File: src/rtl/fc_pkg.sv
// Shared types and helpers for the time-multiplexed fully connected layer.
package fc_pkg;

    typedef enum logic [1:0] {
        IDLE = 2'd0,
        RUN  = 2'd1,
        HOLD = 2'd2
    } fc_state_e;

    // Working width of the activation helper; OW of any instance must not exceed it.
    localparam int FC_ACT_W = 64;

    // Output/accumulator width: product width plus growth for an N_IN-term sum.
    function automatic int fc_ow(input int n_in, input int iw, input int ww);
        return iw + ww + $clog2(n_in);
    endfunction

    // Optional ReLU: clamp negative values to zero when enabled.
    function automatic logic signed [FC_ACT_W-1:0] fc_act(
        input logic signed [FC_ACT_W-1:0] v,
        input logic                       relu_en
    );
        logic signed [FC_ACT_W-1:0] r;
        if (relu_en && (v < $signed(64'sd0))) begin
            r = '0;
        end else begin
            r = v;
        end
        return r;
    endfunction

endpackage

File: src/rtl/fc_mac.sv
// Combinational signed multiply-accumulate step: sum = acc + x_el * w_el.
module fc_mac
    import fc_pkg::*;
#(
    parameter int IW = 5,
    parameter int WW = 5,
    parameter int OW = 12
) (
    input  logic signed [IW-1:0] x_el,
    input  logic signed [WW-1:0] w_el,
    input  logic signed [OW-1:0] acc,
    output logic signed [OW-1:0] sum
);

    logic signed [IW+WW-1:0] prod_s;
    logic signed [OW-1:0]    prod_ext_s;

    // Full-precision product, sign-extended to the accumulator width, then added.
    always_comb begin
        prod_s     = (IW+WW)'(x_el) * (IW+WW)'(w_el);
        prod_ext_s = {{(OW-IW-WW){prod_s[IW+WW-1]}}, prod_s};
        sum        = acc + prod_ext_s;
    end

endmodule

File: src/rtl/fc_layer_seq.sv
// Fully connected layer computed one MAC per cycle with per-neuron done flags
// and a vector-level valid/ready output handshake.
module fc_layer_seq
    import fc_pkg::*;
#(
    parameter  int N_IN  = 4,
    parameter  int N_OUT = 4,
    parameter  int IW    = 5,
    parameter  int WW    = 5,
    parameter  int RELU  = 1,
    localparam int OW    = fc_ow(N_IN, IW, WW)
) (
    input  logic                        clk,
    input  logic                        rst,
    input  logic [N_IN*IW-1:0]          x,
    input  logic [N_IN*N_OUT*WW-1:0]    w,
    input  logic                        in_valid,
    output logic                        in_ready,
    output logic [N_OUT*OW-1:0]         y,
    output logic [N_OUT-1:0]            y_vld,
    output logic                        out_valid,
    input  logic                        out_ready
);

    localparam int IB = $clog2(N_IN);
    localparam int OB = (N_OUT > 1) ? $clog2(N_OUT) : 1;

    fc_state_e                  state_r;
    logic [N_IN*IW-1:0]         x_q_r;
    logic [N_IN*N_OUT*WW-1:0]   w_q_r;
    logic signed [OW-1:0]       acc_r;
    logic [IB-1:0]              i_r;
    logic [OB-1:0]              o_r;
    logic [OW-1:0]              y_arr_r [N_OUT];
    logic [N_OUT-1:0]           y_vld_r;
    logic                       in_ready_r;
    logic                       out_valid_r;

    logic signed [IW-1:0]       x_el_s;
    logic signed [WW-1:0]       w_el_s;
    logic signed [OW-1:0]       sum_s;
    logic signed [FC_ACT_W-1:0] act_full_s;
    logic [OW-1:0]              act_s;

    // Pick the operands for the current (neuron, input) position from the frozen copies.
    always_comb begin
        x_el_s = x_q_r[int'(i_r)*IW +: IW];
        w_el_s = w_q_r[(int'(o_r)*N_IN + int'(i_r))*WW +: WW];
    end

    fc_mac #(
        .IW (IW),
        .WW (WW),
        .OW (OW)
    ) u_mac (
        .x_el (x_el_s),
        .w_el (w_el_s),
        .acc  (acc_r),
        .sum  (sum_s)
    );

    // Activation of the completed dot product (acc plus the last product).
    always_comb begin
        act_full_s = fc_act(FC_ACT_W'(sum_s), RELU != 0);
        act_s      = act_full_s[OW-1:0];
    end

    // Control FSM and all datapath registers; outputs are register copies only.
    always_ff @(posedge clk or posedge rst) begin
        if (rst) begin
            state_r     <= IDLE;
            x_q_r       <= '0;
            w_q_r       <= '0;
            acc_r       <= '0;
            i_r         <= '0;
            o_r         <= '0;
            y_vld_r     <= '0;
            in_ready_r  <= 1'b1;
            out_valid_r <= 1'b0;
            for (int k = 0; k < N_OUT; k++) begin
                y_arr_r[k] <= '0;
            end
        end else begin
            case (state_r)
                IDLE: begin
                    if (in_valid && in_ready_r) begin
                        x_q_r      <= x;
                        w_q_r      <= w;
                        acc_r      <= '0;
                        i_r        <= '0;
                        o_r        <= '0;
                        y_vld_r    <= '0;
                        in_ready_r <= 1'b0;
                        state_r    <= RUN;
                    end
                end
                RUN: begin
                    if (i_r == IB'(N_IN-1)) begin
                        y_arr_r[o_r] <= act_s;
                        y_vld_r[o_r] <= 1'b1;
                        acc_r        <= '0;
                        i_r          <= '0;
                        if (o_r == OB'(N_OUT-1)) begin
                            out_valid_r <= 1'b1;
                            state_r     <= HOLD;
                        end else begin
                            o_r <= o_r + OB'(1);
                        end
                    end else begin
                        acc_r <= sum_s;
                        i_r   <= i_r + IB'(1);
                    end
                end
                HOLD: begin
                    if (out_ready) begin
                        out_valid_r <= 1'b0;
                        y_vld_r     <= '0;
                        in_ready_r  <= 1'b1;
                        state_r     <= IDLE;
                    end
                end
                default: begin
                    out_valid_r <= 1'b0;
                    y_vld_r     <= '0;
                    in_ready_r  <= 1'b1;
                    state_r     <= IDLE;
                end
            endcase
        end
    end

    // Flatten the per-neuron result registers onto the output bus.
    for (genvar g = 0; g < N_OUT; g++) begin : g_y
        assign y[g*OW +: OW] = y_arr_r[g];
    end

    assign y_vld     = y_vld_r;
    assign in_ready  = in_ready_r;
    assign out_valid = out_valid_r;

endmodule

File: config.mk
export PLATFORM = sky130hd
export DESIGN_NAME = fc_layer_seq
export DESIGN_NICKNAME = d
export VERILOG_FILES = /design/src/rtl/fc_pkg.sv /design/src/rtl/fc_mac.sv /design/src/rtl/fc_layer_seq.sv
export SDC_FILE = /design/constraint.sdc
export NUM_CORES = 1
export LEC_CHECK = 0
export CORE_UTILIZATION = 49
export CTS_CLUSTER_DIAMETER = 100
export CTS_CLUSTER_SIZE = 12
export DETAILED_ROUTE_END_ITERATION = 7
export DONT_BUFFER_PORTS = 1
export PLACE_DENSITY = 0.63
export REMOVE_ABC_BUFFERS = 1
export SYNTH_ARGS = -nofsm -noshare
export SYNTH_HDL_FRONTEND = slang
export SYNTH_HIERARCHICAL = 1
export SYNTH_SLANG_ARGS = --single-unit
File: constraint.sdc
create_clock -name clk -period 5.68 [get_ports clk]
set_input_delay 1.42 -clock clk [delete_from_list [all_inputs] [get_ports clk]]
set_output_delay 1.42 -clock clk [all_outputs]
set_load 0.005 [all_outputs]
==> results.yml <==
detailed_routing:
  num_vias: 5161
  postRouteAntennaNets: 0
  wl_um: 18300
  firstDrtPassIters: 4
  via_per_inst: 5.55
  drt-initial-drc-count: 208
  routedWlPerCell_um: 19.7
  drcViolationCount: 0
worst_setup_path:
  crit_fanout: 6
  worstSetupPathType: "reg2reg"
  worstPathBufferInverterCount: 5
  cp-start-kind: "flip-flop"
  critical-path-top-delay-family: "adder cells"
  crit_top_cell: "fa_1"
  end_kind: "flip-flop"
  crit_required_ns: 5.96
  arrival_ns: 5.74
  worst_path_largest_cell_delay_ns: 0.57
  cp_cell_sequence: "buf_6, mux4_1, a22oi_2, nand3_2, and2_1, fa_1, inv_1, fa_1, inv_1, fa_1, fa_1, inv_1, fa_2, nor2b_4, o2111ai_2, a31oi_2, xnor2_2, buf_6, nand2b_1, o21ai_0"
  crit_slowest_cell: "mux4_1"
status:
  status: "finished, final reports clean"
final_layout:
  finalNonFillerCells: 930
  area_growth_pct: 11.8
  drive_gt1_share_pct: 28.5
  fin_area_um2: 9780
  utilization_pct: 56.3
  nets: 852
logic_synthesis:
  yosysTopAreaCell: "dfrtp_1"
  synth_top_family_by_area: "multiplexers"
  synth-simple-area-share_pct: 7.22
  synth_area_per_cell_um2: 13.0
  yosysSeqAreaShare_pct: 48.1
  synthArstFlopShare_pct: 100
  synth_top_area_share_pct: 47.8
  yosys_register_bits: 168
  synth-edff-count: 0
  yosysUniqueCellTypes: 48
  synth_area_leaders: "dfrtp_1 48%, mux2_2 13%, fa_1 7.1%"
  synth-compound-area-share_pct: 6.88
  synthMuxAreaShare_pct: 20.1
  yosysWarnings: 6
  synth-main-ff-cell: "dfrtp_1"
  syn_area_um2: 8750
  synthXorXnorAreaFrac_pct: 1.30
  synth_cells: 675
  synthAdderAreaFrac_pct: 11.5
timing:
  tightest_slew_ns: 0.998
  setup_ws_ns: 0.219
  setup_violations: 0
  slew_headroom_pct: 33.1
  clock_skew_ns: 0.0111
  drv_slew: 0
  holdWs_ns: 0.503
  finalHoldViolCount: 0
  min_period_over_period_pct: 96.1
  finalCriticalPeriod_ns: 5.46
  fin_setup_tns_ns: 0
  max_freq_mhz: 183
global_routing:
  grt_overflow_total: 0
  grt_pass1_wl_um: 29400
  grt_usage_pct: 21.0
  grt_max_degree: 73
  antenna_found_initial: 11
  grt_pass1_vias: 5668
placement:
  placed_area_um2: 8970
  portBuffers: 0
  dp_hpwl_um: 13400
  gp_congestion: 0.845
  pre_cts_ws_ns: -0.00559
  dp.cells: 886
die:
  die-area_um2: 18400
  placementRows: 48
  die_w_um: 136
  ios: 158
  core_area_um2: 17400
  die_y_um: 136
  start_util_pct: 50.4
cts:
  cts_tree: "done"
  cts.sinks: 168
  cts_made_buffers: 17
  cts_root_buf: "clkbuf_16"
  clk_latency_ns: 0.43
  htreeDepth: 4
  clkTransAtPathRegs_ns: 0.07
  cts-root-to-sink-buffers: 2
pwr:
  combPwrFrac_pct: 55.9
  seq_power_share_pct: 25.9
  p_sw_share_pct: 40.0
  peakVddDrop_mv: 0.488
  cellLeakagePower_nw: 4.66
  totalPowerFinal_mw: 6.68
  switchingPower_mw: 2.67
  p_int_mw: 4.01
  clockPowerShare_pct: 18.2
  powerDensity_nw_per_um2: 683
flow_run:
  drv_cap: 0
worst_hold_path:
  hp-class: "reg2reg"
==> cells by family after synthesis <==
family	after synthesis
other	1
AO/OA/AOI/OAI	94
multiplexers	127
flip-flops	168
XOR/XNOR	13
buffers and inverters	84
adder cells (fa/ha/maj)	62
AND/OR/NAND/NOR	126
==> layout by cell type, fill, tap and decap left out, types with 4 or more instances in the layout <==
cell type  netlist  routed
inv_6            0       6
clkbuf_16        0      17
nand4b_1         4       4
nand2b_4         0       8
diode_2          0       6
o21a_1           4       4
a21oi_1          8       8
inv_1           45      44
nor2b_1          6       6
fa_1            31      30
buf_4           17      22
and2_1          15      15
nand2b_1        14       6
buf_6            3       5
ha_1            31      30
mux2_2         102     102
nand2_1         58      58
nor2_1           9       9
conb_1           1       4
a22o_1          14      14
dfrtp_1        167     166
nand3_1         11       9
o21ai_0         45      36
o21ai_1          2      11
mux4_1          12      12
xnor2_1         11       8
mux4_2          13      13
==> synthesized netlist by cell type, types with 2 or more instances <==
library cell / count
inv_1: 45
nor2_1: 9
clkbuf_1: 11
buf_2: 7
nor3_1: 2
and2_1: 15
nor2b_1: 6
a21oi_1: 8
a21o_1: 2
dfrtp_1: 167
xor2_1: 2
fa_1: 31
o211ai_1: 3
nand2_1: 58
nand2b_1: 14
o22ai_1: 2
buf_6: 3
mux4_1: 12
buf_4: 17
nand4b_1: 4
xnor2_1: 11
a31oi_1: 2
ha_1: 31
mux2_2: 102
a22o_1: 14
a22oi_1: 5
o21ai_0: 45
mux4_2: 13
o21ai_1: 2
o21a_1: 4
nand3_1: 11
==> area by class of cell <==
| type | count | area (um2) |
|---|---|---|
| Fill cell | 1439 | 7580 |
| Clock buffer | 19 | 433 |
| Multi-Input combinational cell | 426 | 4250 |
| Antenna cell | 6 | 15.0 |
| Inverter | 45 | 174 |
| Sequential cell | 168 | 4210 |
| Tap cell | 225 | 282 |
| Clock inverter | 13 | 183 |
| Timing Repair Buffer | 28 | 241 |
==> registers in the layout (all words and copies together), names as in the netlist <==
register   flops
w_q_r         80
y             44
x_q_r         20
acc_r         12
y_vld          4
i_r            2
o_r            2
state_r        2
in_ready       1
out_valid      1
==> power groups by stage <==
stage	Sequential (mW)	Combinational (mW)	Clock, mW
floorplan	1.72	2.28	0
global route	1.77	4.13	1.29
finish	1.73	3.73	1.22
detailed placement	1.75	3.15	0
CTS	1.73	3.22	1.24
global placement	1.74	3.07	0
==> path summary, 6_finish.rpt <==
check / startpoint / cells after the start / slack (ns) / endpoint
min in group asynchronous: rst / 1 / 0.95 / y[19]
setup reg to reg: i_r[0] / 20 / 0.22 / y[42]
max in group asynchronous: rst / 2 / 3.66 / i_r[0]
setup / recovery: i_r[0] / 20 / 0.22 / y[42]
hold / removal: x_q_r[15] / 1 / 0.50 / x_q_r[15]
hold reg to reg: x_q_r[15] / 1 / 0.50 / x_q_r[15]
==> routing by layer <==
| metal | global-route usage [%] | part of all wire, % |
|---|---|---|
| met1 | 25.4 | 41 |
| met2 | 33.5 | 48 |
| met3 | 8.98 | 9.0 |
| met4 | 7.37 | 1.4 |
| met5 | 0 | 0.23 |
==> timing repair <==
action / CTS / global route
pin swaps: 0 / 6
resized for setup: 3 / 32
hold buffers: 0 / 0
buffers inserted: 0 / 5
endpoints found under the setup margin: 8 / 45
cloned: 0 / 1
(Power assumes the default switching activity.)
